## config.mk

```make
export PLATFORM = sky130hd
export DESIGN_NAME = tm1638_driver
export DESIGN_NICKNAME = d
export VERILOG_FILES = /design/src/rtl/tm1638_driver.sv
export SDC_FILE = /design/constraint.sdc
export NUM_CORES = 1
export LEC_CHECK = 0
export ABC_AREA = 1
export CAP_MARGIN = 20
export CORE_MARGIN = 5
export CORE_UTILIZATION = 58
export CTS_CLUSTER_DIAMETER = 200
export DETAILED_ROUTE_END_ITERATION = 8
export GPL_TIMING_DRIVEN = 0
export MAX_ROUTING_LAYER = met4
export PLACE_DENSITY_LB_ADDON = 0.1
export SLEW_MARGIN = 20
export SYNTH_ARGS = -nofsm -noshare
export SYNTH_HDL_FRONTEND = slang
export SYNTH_SLANG_ARGS = --single-unit
```

## constraint.sdc

```tcl
create_clock -name clock -period 17.8 [get_ports clock]
set_input_delay 5.34 -clock clock [delete_from_list [all_inputs] [get_ports clock]]
set_output_delay 5.34 -clock clock [all_outputs]
set_load 0.02 [all_outputs]
```

## src/rtl/tm1638_driver.sv

```systemverilog
// TM1638 display/key driver: streams digit, LED and brightness data to the chip
// in an endless four-transaction frame and reads the key matrix back each frame.
module tm1638_driver #(
  parameter int CLK_DIV = 4
) (
  input  logic        clock,
  input  logic        reset,
  input  logic [63:0] digits,
  input  logic [7:0]  leds,
  input  logic [2:0]  brightness,
  output logic [7:0]  keys,
  output logic        frame_done,
  output logic        tm1638_clk,
  output logic        tm1638_stb,
  input  logic        tm1638_dio_in,
  output logic        tm1638_dio_out,
  output logic        tm1638_dio_out_en
);

  localparam logic [8:0] HALF        = 9'(CLK_DIV);
  localparam logic [8:0] PERIOD_LAST = 9'(2 * CLK_DIV - 1);

  typedef enum logic [1:0] {
    GAP       = 2'd0,
    SHIFT_OUT = 2'd1,
    WAIT      = 2'd2,
    SHIFT_IN  = 2'd3
  } state_e;

  state_e      state_q, state_d;
  logic [8:0]  phase_q, phase_d;
  logic [2:0]  bit_q, bit_d;
  logic [4:0]  byte_q, byte_d;
  logic [1:0]  tx_q, tx_d;
  logic [7:0]  key_acc_q, key_acc_d;
  logic [7:0]  keys_q, keys_d;
  logic        frame_done_q, frame_done_d;
  logic        clk_q, clk_d;
  logic        stb_q, stb_d;
  logic        dio_q, dio_d;
  logic        en_q, en_d;

  logic [63:0] snap_digits_q;
  logic [7:0]  snap_leds_q;
  logic [2:0]  snap_bright_q;

  logic [7:0]  data_bytes [16];
  logic [7:0]  tx_byte;
  logic        last_phase;
  logic        last_bit;
  logic        last_out_byte;

  // T2 payload interleaves each digit pattern with its LED flag byte.
  for (genvar gi = 0; gi < 8; gi++) begin : g_data
    assign data_bytes[2*gi]   = snap_digits_q[8*gi +: 8];
    assign data_bytes[2*gi+1] = {7'b0, snap_leds_q[gi]};
  end

  assign last_phase    = (phase_q == PERIOD_LAST);
  assign last_bit      = (bit_q == 3'd7);
  assign last_out_byte = (tx_q == 2'd1) ? (byte_q == 5'd16) : (byte_q == 5'd0);

  // Byte selected by the upcoming byte/transaction position.
  always_comb begin
    tx_byte = 8'h00;
    case (tx_d)
      2'd0:    tx_byte = 8'h40;
      2'd1:    tx_byte = (byte_d == 5'd0) ? 8'hC0 : data_bytes[4'(byte_d - 5'd1)];
      2'd2:    tx_byte = {5'b10001, snap_bright_q};
      default: tx_byte = 8'h42;
    endcase
  end

  always_comb begin
    state_d      = state_q;
    phase_d      = last_phase ? 9'd0 : phase_q + 9'd1;
    bit_d        = bit_q;
    byte_d       = byte_q;
    tx_d         = tx_q;
    key_acc_d    = key_acc_q;
    keys_d       = keys_q;
    frame_done_d = 1'b0;
    case (state_q)
      GAP: begin
        if (last_phase) begin
          state_d = SHIFT_OUT;
          bit_d   = 3'd0;
          byte_d  = 5'd0;
        end
      end
      SHIFT_OUT: begin
        if (last_phase) begin
          bit_d = bit_q + 3'd1;
          if (last_bit) begin
            if (!last_out_byte) begin
              byte_d = byte_q + 5'd1;
            end else if (tx_q == 2'd3) begin
              state_d = WAIT;
              byte_d  = 5'd0;
            end else begin
              state_d = GAP;
              byte_d  = 5'd0;
              tx_d    = tx_q + 2'd1;
            end
          end
        end
      end
      WAIT: begin
        if (last_phase) begin
          state_d = SHIFT_IN;
          bit_d   = 3'd0;
          byte_d  = 5'd0;
        end
      end
      SHIFT_IN: begin
        if (last_phase) begin
          bit_d = bit_q + 3'd1;
          // Only bits 0 and 4 of each read byte carry key states.
          if (bit_q == 3'd0) key_acc_d[{1'b0, byte_q[1:0]}] = tm1638_dio_in;
          if (bit_q == 3'd4) key_acc_d[{1'b1, byte_q[1:0]}] = tm1638_dio_in;
          if (last_bit) begin
            if (byte_q == 5'd3) begin
              state_d      = GAP;
              tx_d         = 2'd0;
              byte_d       = 5'd0;
              keys_d       = key_acc_d;
              frame_done_d = 1'b1;
            end else begin
              byte_d = byte_q + 5'd1;
            end
          end
        end
      end
      default: state_d = GAP;
    endcase
  end

  // Pin values are decoded from the next state and registered, so the pins are glitch-free.
  always_comb begin
    stb_d = (state_d == GAP);
    en_d  = !((state_d == WAIT) || (state_d == SHIFT_IN));
    clk_d = 1'b1;
    if (((state_d == SHIFT_OUT) || (state_d == SHIFT_IN)) && (phase_d < HALF)) clk_d = 1'b0;
    dio_d = dio_q;
    if (state_d == SHIFT_IN)       dio_d = 1'b0;
    else if (state_d == SHIFT_OUT) dio_d = tx_byte[bit_d];
  end

  always_ff @(posedge clock) begin
    if (reset) begin
      state_q      <= GAP;
      phase_q      <= 9'd0;
      bit_q        <= 3'd0;
      byte_q       <= 5'd0;
      tx_q         <= 2'd0;
      key_acc_q    <= 8'h00;
      keys_q       <= 8'h00;
      frame_done_q <= 1'b0;
      clk_q        <= 1'b1;
      stb_q        <= 1'b1;
      dio_q        <= 1'b0;
      en_q         <= 1'b1;
    end else begin
      state_q      <= state_d;
      phase_q      <= phase_d;
      bit_q        <= bit_d;
      byte_q       <= byte_d;
      tx_q         <= tx_d;
      key_acc_q    <= key_acc_d;
      keys_q       <= keys_d;
      frame_done_q <= frame_done_d;
      clk_q        <= clk_d;
      stb_q        <= stb_d;
      dio_q        <= dio_d;
      en_q         <= en_d;
    end
  end

  // Snapshot is taken on the first cycle of T1's gap (held there during reset).
  always_ff @(posedge clock) begin
    if ((state_q == GAP) && (tx_q == 2'd0) && (phase_q == 9'd0)) begin
      snap_digits_q <= digits;
      snap_leds_q   <= leds;
      snap_bright_q <= brightness;
    end
  end

  assign keys              = keys_q;
  assign frame_done        = frame_done_q;
  assign tm1638_clk        = clk_q;
  assign tm1638_stb        = stb_q;
  assign tm1638_dio_out    = dio_q;
  assign tm1638_dio_out_en = en_q;

endmodule

```

==> results.txt <==
The number of top-level design ports came out at 91. The final routed DRC violation total came out at 0. Together, buffers and inverters on the worst path number 1.

The maximum vdd ir drop came out at 0.1276 mV. The routing usage on met1 came out at 28.21%. The average routed wire per standard cell came out at 15.46 um.

The wire length of the first global-routing pass is 21800 um. The clock latency at the later pin of the worst-skew pair is 0.53 ns. In this run the worst hold path is classified as reg2reg. The initial antenna violation count is 0.

The maximum buffer depth of the clock tree came out at 2. In this run the critical register-to-register path is launched from byte_q[0]$_SDFF_PP0_. After synthesis, flip-flops and latches occupy 56.31% of the total area.

For flop-to-flop paths, the worst setup slack is 13.67 ns. Global routing consumed, on the met2 layer, 44.77% of the routing resources. The number of stages on the worst setup path came out at 1. The post-layout net count is 813. The number of clock buffers inserted by TritonCTS came out at 17. Global routing consumed, on the met3 layer, 5.519% of the routing resources.

The net count after synthesis is 697. The die span in y is 107.3 um. Counting the fill cells in the layout gives 625. The gate count of the mapped netlist came out at 608. Hold repair after CTS inserted 0 buffers. In this run the worst setup path terminates at tm1638_dio_out.

In this design, the stage delay of the slowest critical-path cell is 0.61 ns. Routability-driven placement finished with a final weighted congestion of 0.9232. Once the floorplan was initialized, standard cells occupied 59.44% of the core. Among cell families on the critical path, the largest total delay comes from buffers and inverters. The most used flip-flop cell after synthesis is sky130_fd_sc_hd__edfxtp_1. The number of unique standard cell types used by synthesis came out at 31. The area growth from synthesis to layout came out at 31.59%.

The startpoint type of the worst setup path is a flip-flop. The worst setup path is captured at an output port. The power per standard cell area came out at 114.7 mW/mm2.

The aggregate routed wire length is 13390 um. The width of the die came out at 107.3 um. Power comes to 0.0008289 W.

The placeable core region is 0.009240 mm2. The number of hold violations in the final report came to 0. The post-cts gate resize count came out at 0. Static timing analysis puts the maximum clock frequency at 146.9 MHz. After global routing, the most crowded layer is met2. The critical path is of the reg2out type.

In this run the static leakage power is 2.961 nW. For the worst flop-to-flop path, the logic depth is 24. Before CTS, the worst setup slack after placement is 10.77 ns.

The proportion of netlist area held by the largest area contributor is 41.00%. The instance area at placement came out at 0.006613 mm2. The via count normalized by instance count is 5.261. The number of register bits inferred by synthesis is 117.

The floorplan step defined a die boundary enclosing 0.01152 mm2. The first TritonRoute pass finished after 7 iterations. Headroom to the max-slew limit came out at 53.22%. The number of max-slew violations in the final report is 0.

The number of levels in the clock H-tree came out at 4. The run finished with clean final reports. The layout cell share with drive strength beyond 1 came out at 10.04%. In the global route stage, overall resource usage came out at 25.33%.

Traced cell by cell, the critical path runs through clkdlybuf4s50_1. For the pin with the worst max-slew slack, the measured transition is 0.7018 ns. The data arrival time of the worst path came out at 1.47 ns.

By area the synthesized netlist is led by sky130_fd_sc_hd__edfxtp_1 (41%), sky130_fd_sc_hd__dfxtp_1 (15%), sky130_fd_sc_hd__nand2_1 (9.6%). The count of buffers inserted at the top-level ports came out at 90. The total non-filler cell area in the finished layout came out at 0.007228 mm2. The number of global-route vias before repair came to 4622. The time the worst path needs with I/O delays and setup is 6.806 ns. In this run the post-CTS setup repair buffer count came out at 0. The initialized floorplan defines 35 standard-cell rows.

Setup violations remaining at the end of the flow were counted as 0. The clock-pin slew reported for the worst setup and hold paths after clock tree synthesis is 0.06 ns. The summed instance area of the synthesized netlist is 0.005493 mm2.

The largest fanout on the critical path is 2. The summed negative setup slack over all endpoints came out at 0 ns. The critical path startpoint is tm1638_dio_out$_SDFFE_PP0N_. The post-synthesis area per instance came out at 9.034 um2. The required time at the endpoint of the critical path came out at 12.46 ns. The DRC violation total after the first TritonRoute iteration came out at 418. The worst setup margin came out at 10.99 ns. Entering global routing, the biggest net connects 17 pins. The total via count after detailed routing came out at 4556. Dividing the final minimum period by the clock period gives 38.24%.

The post-route clock skew is 0.009913 ns. TritonCTS built the clock tree. On the critical path, the stage with the largest delay is an instance of sky130_fd_sc_hd__clkdlybuf4s50_1.

The tool flagged a number of max-cap violations equal to 0. The sequential cell area is 0.003093 mm2. The count of flip-flops with a built-in enable after synthesis came out at 75. The sum of net half-perimeters after detailed placement came out at 9443 um.

Setup repair after global routing left no endpoint under its margin. For this run, the number of Yosys warnings is 0. The number of antenna-violating nets in the routed design is 0.

The antenna diode count is 0. Of all flip-flops after synthesis, the portion carrying an async set or reset was 0%. The footprint of the multi-input gates is 0.002041 mm2. CTS placed an instance of sky130_fd_sc_hd__clkbuf_8 at the clock tree root. The total grt overflow came out at 0. The clock net in this run drives a total of 117 sinks. The endpoint of the most critical register-to-register path is tm1638_dio_out$_SDFFE_PP0N_. The fraction of the core area covered by cells at the end of the flow is 78.23%. The top cell type by total area after synthesis is sky130_fd_sc_hd__edfxtp_1.
## worst reg2reg max path, delay by kind of cell (launching register included)
kind,cells,cell delay [ns]
AO/OA/AOI/OAI,1,0.07
AND/OR/NAND/NOR,14,1.35
multiplexers,1,0.35
buffers and inverters,6,1.31
adder cells (fa/ha/maj),2,0.50
flip-flops,1,0.45
## cells in the mapped netlist, types with 4 or more instances
library cell,count
sky130_fd_sc_hd__nand2_1,141
sky130_fd_sc_hd__nor2_1,57
sky130_fd_sc_hd__nand3_1,63
sky130_fd_sc_hd__edfxtp_1,75
sky130_fd_sc_hd__o21ai_1,8
sky130_fd_sc_hd__clkbuf_1,8
sky130_fd_sc_hd__nand2_2,6
sky130_fd_sc_hd__inv_1,75
sky130_fd_sc_hd__ha_1,11
sky130_fd_sc_hd__nor3_1,7
sky130_fd_sc_hd__o21ai_0,42
sky130_fd_sc_hd__nand3b_1,4
sky130_fd_sc_hd__a21oi_1,22
sky130_fd_sc_hd__nand2_4,4
sky130_fd_sc_hd__dfxtp_1,42
sky130_fd_sc_hd__nor2_2,4
sky130_fd_sc_hd__mux2i_1,8
sky130_fd_sc_hd__inv_2,5
## layout by cell type (no fill, tap or decap), types with 4 or more instances in the layout
master / instances
sky130_fd_sc_hd__ha_1: 11
sky130_fd_sc_hd__edfxtp_1: 75
sky130_fd_sc_hd__inv_2: 5
sky130_fd_sc_hd__a21oi_1: 22
sky130_fd_sc_hd__bufinv_16: 4
sky130_fd_sc_hd__o21ai_1: 8
sky130_fd_sc_hd__nand3_1: 63
sky130_fd_sc_hd__nand3b_1: 4
sky130_fd_sc_hd__clkdlybuf4s50_1: 90
sky130_fd_sc_hd__o21ai_0: 42
sky130_fd_sc_hd__nand2_1: 141
sky130_fd_sc_hd__clkbuf_1: 8
sky130_fd_sc_hd__nor2_1: 57
sky130_fd_sc_hd__nor2_2: 4
sky130_fd_sc_hd__mux2i_1: 8
sky130_fd_sc_hd__nand2_4: 4
sky130_fd_sc_hd__inv_6: 4
sky130_fd_sc_hd__buf_4: 7
sky130_fd_sc_hd__nor3_1: 6
sky130_fd_sc_hd__clkbuf_16: 16
sky130_fd_sc_hd__inv_1: 75
sky130_fd_sc_hd__nand2_2: 6
sky130_fd_sc_hd__dfxtp_1: 42
## state kept, by name, indices dropped and copies added, names as in the netlist, 2 cells and up
signal	cells
snap_bright_q	3
state_q	2
byte_q	5
keys	8
tx_q	2
snap_leds_q	8
snap_digits_q	64
bit_q	3
key_acc_q	8
phase_q	9
## through the flow
stage          std cells  hold WS [ns]
2_1_floorplan        608        0.4173
3_3_place_gp         827        0.4275
3_5_place_dp         834        0.4477
4_1_cts              866        0.4607
5_1_grt              866        0.4691
6_report             866        0.4581
## kinds of logic (layout without fill, tap and decap cells)
group / count (synthesis) / in the layout / synth area share (%)
AO/OA/AOI/OAI: 74 / 74 / 6.879
XOR/XNOR: 3 / 3 / 0.4784
multiplexers: 8 / 8 / 1.458
buffers and inverters: 93 / 222 / 6.629
AND/OR/NAND/NOR: 302 / 302 / 25.74
flip-flops: 117 / 117 / 56.31
adder cells (fa/ha/maj): 11 / 11 / 2.506
## power by group
group	internal, W	leakage, nW	total, W	switching, W
Combinational	0.0000551	1.60	0.000142	0.0000865
Clock	0.000228	0.297	0.000358	0.000130
Sequential	0.000321	1.07	0.000329	0.00000880
## cell type report
type | count | share of cell area (%)
plain buffers | 13 | 0.8828
clock buffers | 17 | 5.730
clock inverters | 15 | 2.787
inverters | 80 | 4.154
multi-input cells | 398 | 28.23
flip-flops and latches | 117 | 42.79
well taps | 129 | 2.233
repair buffers | 97 | 13.19
## worst min-delay path by stage
stage,start,end,slack [ns],cells after the start
after global routing,phase_q[0]$_SDFF_PP0_,phase_q[0]$_SDFF_PP0_,0.47,1
after floorplan,phase_q[0]$_SDFF_PP0_,phase_q[0]$_SDFF_PP0_,0.42,1
after detailed placement,phase_q[0]$_SDFF_PP0_,phase_q[0]$_SDFF_PP0_,0.45,1
after CTS,phase_q[0]$_SDFF_PP0_,phase_q[0]$_SDFF_PP0_,0.46,1
final,phase_q[0]$_SDFF_PP0_,phase_q[0]$_SDFF_PP0_,0.46,1
after global placement,phase_q[0]$_SDFF_PP0_,phase_q[0]$_SDFF_PP0_,0.43,1
## layer usage
layer / vias up / part of all wire (%)
met4: 0 / 1.8
met2: 164 / 53
met3: 27 / 5.7
met1: 2126 / 40
li1: 2239 / -
met5: - / 0
Power figures use the tool's default switching activity.
==> edit, RTL diff (config.mk and constraints unchanged) <==
Put one more register stage on the output `tm1638_dio_out_en`, cleared by the reset. The value now appears one clock later. The other outputs are not delayed to match.
--- a/src/rtl/tm1638_driver.sv
+++ b/src/rtl/tm1638_driver.sv
@@ -191,5 +191,11 @@
   assign tm1638_stb        = stb_q;
   assign tm1638_dio_out    = dio_q;
-  assign tm1638_dio_out_en = en_q;
+  always_ff @(posedge clock) begin
+    if (reset) begin
+      tm1638_dio_out_en <= '0;
+    end else begin
+      tm1638_dio_out_en <= en_q;
+    end
+  end
 
 endmodule
Formal check against the unedited RTL: not equivalent (Yosys sat finds a counterexample within 4 cycles, from zero or initial values and one cycle with reset high).
==> edit against the unedited design <==
  * Worst setup slack worse by 5.2 ps
  * Hold slack worse by 52 ps
  * Count of clock-buffer cells in the layout is 1 higher
  * Wire length is 4.9% higher
  * Synthesized area is 1.6% higher
  * Sequential cell count is 1 higher
  * Synthesized cell count is 1.5% higher
  * Critical path depth stayed put
  * Core utilization hardly changed
  * Clock power is 4% lower
  * Total power is 0.70% lower
  * Final area is 0.95% higher
==> edit: results (changes against the unedited design) <==
[synthesis]
synth_nets=706  ; +1.3%
synthAdderAreaFrac_pct=2.467  ; -0.039 points
ys_top_cells_by_area=edfxtp_1 40%, dfxtp_1 15%, nand2_1 8.9%
synth_edf_count=75  ; unchanged
synth_compound_area_share_pct=7.020  ; +0.14 points
ys_types=35  ; +13%
synth_common_cells=132 x nand2_1, 75 x edfxtp_1, 70 x inv_1
yosys_warnings=0  ; unchanged
synthMuxAreaShare_pct=0.8971  ; -0.56 points
synthXorXnorAreaFrac_pct=0.3140  ; -0.16 points
ys_seq_area_share_pct=55.80  ; -0.51 points

[setup_path]
max_stage_delay_ps=610  ; about the same
r2r-start=byte_q[0]$_SDFF_PP0_
r2r_slack_ps=13340  ; -330 ps
r2r_cells=25  ; +4.2%
path_class=flop to primary output
r2r-end=tm1638_dio_out$_SDFFE_PP0N_
crit_start=tm1638_dio_out$_SDFFE_PP0N_

[grt]
grt_start_max_net_pins=17  ; unchanged
grt_pass1_wl_mm=22.56  ; +3.4%
antenna_found_initial=0  ; unchanged
grt_pass1_vias=4869  ; +5.3%
grtUsageTotal_pct=25.73  ; +0.40 points

[placement]
hpwlAfterDp_mm=9.791  ; +3.7%
numPortBuffers=90  ; unchanged
gp_congestion=0.9365  ; +1.4%

[timing]
slew_headroom_pct=49.47  ; -3.7 points
skew_ps=9.304  ; -0.6091 ps

[pwr]
combinationalPower_w=0.000149  ; +5%
p_seq_w=0.000331
intPower_w=0.0005927  ; -1.9%
clock_power_w=0.000343  ; -4%
ir_drop_mv=0.06813  ; -47%
p_leak_nw=2.955  ; -0.19%

[hold_path]
min_path_type=flop to flop
hold-path-cell-count=2  ; +1
whs_endpoint=tm1638_dio_out_en$_SDFF_PP0_
hold_start=en_q$_SDFF_PP1_

[layout]
nets=822  ; +1.1%
drive_gt1_share_pct=12.20  ; +2.2 points

[clocking]
cts_setup_buffers=0  ; unchanged
cts_buffer_depth=2  ; unchanged

[status]
status=finished, final reports clean

[drt]
vias=4711  ; +3.4%
drt-initial-drc-count=398  ; -4.8%
post_drt_wl_per_cell_um=16.05  ; +3.8%

[edit: layout make-up]
| type | count | area (um^2) |
|---|---|---|
| Sequential cell | 118 | 3113 |
| Multi-Input combinational cell | 401 | 2068 |
| Fill cell | 628 | 2031 |
| Timing Repair Buffer | 97 | 960.9 |
| Clock buffer | 18 | 417.9 |
| Inverter | 82 | 312.8 |
| Clock inverter | 14 | 172.7 |
| Tap cell | 129 | 161.4 |
| Buffer | 16 | 90.09 |
[edit: how the worst max path moves through the flow]
stage	end	slack [ps]	depth (start not counted)
4_1_cts	tm1638_dio_out	10970	1
2_1_floorplan	snap_bright_q[0]$_DFFE_PP_	11490	3
6_report	tm1638_dio_out	10990	1
5_1_grt	keys[2]	10950	1
3_5_place_dp	phase_q[2]$_SDFF_PP0_	10810	4
3_3_place_gp	snap_digits_q[15]$_DFFE_PP_	9900	3
[edit: metrics by stage]
step	std cells	worst slack, ps	hold WS [ps]	area, um^2	util, %
2_1_floorplan	617	11490	388.3	5579	-
3_3_place_gp	836	9899	395.3	6641	71.20
3_5_place_dp	843	10810	399.1	6706	71.90
4_1_cts	875	10970	410.7	7297	78.23
5_1_grt	875	10950	442.8	7297	78.23
6_report	875	10990	406.1	7297	78.23
[edit: metal layers]
metal	global-route usage, %	part of all wire (%)	wire length [um]	up-vias
li1	-	-	-	2274
met1	28.77	39	5421	2187
met2	45.56	52	7313	212
met3	4.836	6.7	936	38
met4	10.01	2.7	373	0
met5	-	0	0	-
[edit: kinds of logic (layout without fill, tap and decap cells)]
logic type      after synthesis  count (layout)
fa+ha+maj                    11              11
mux                           5               5
simple gates                311             311
compound gates               72              72
flops                       118             118
xor+xnor                      2               2
buf+inv                      98             227
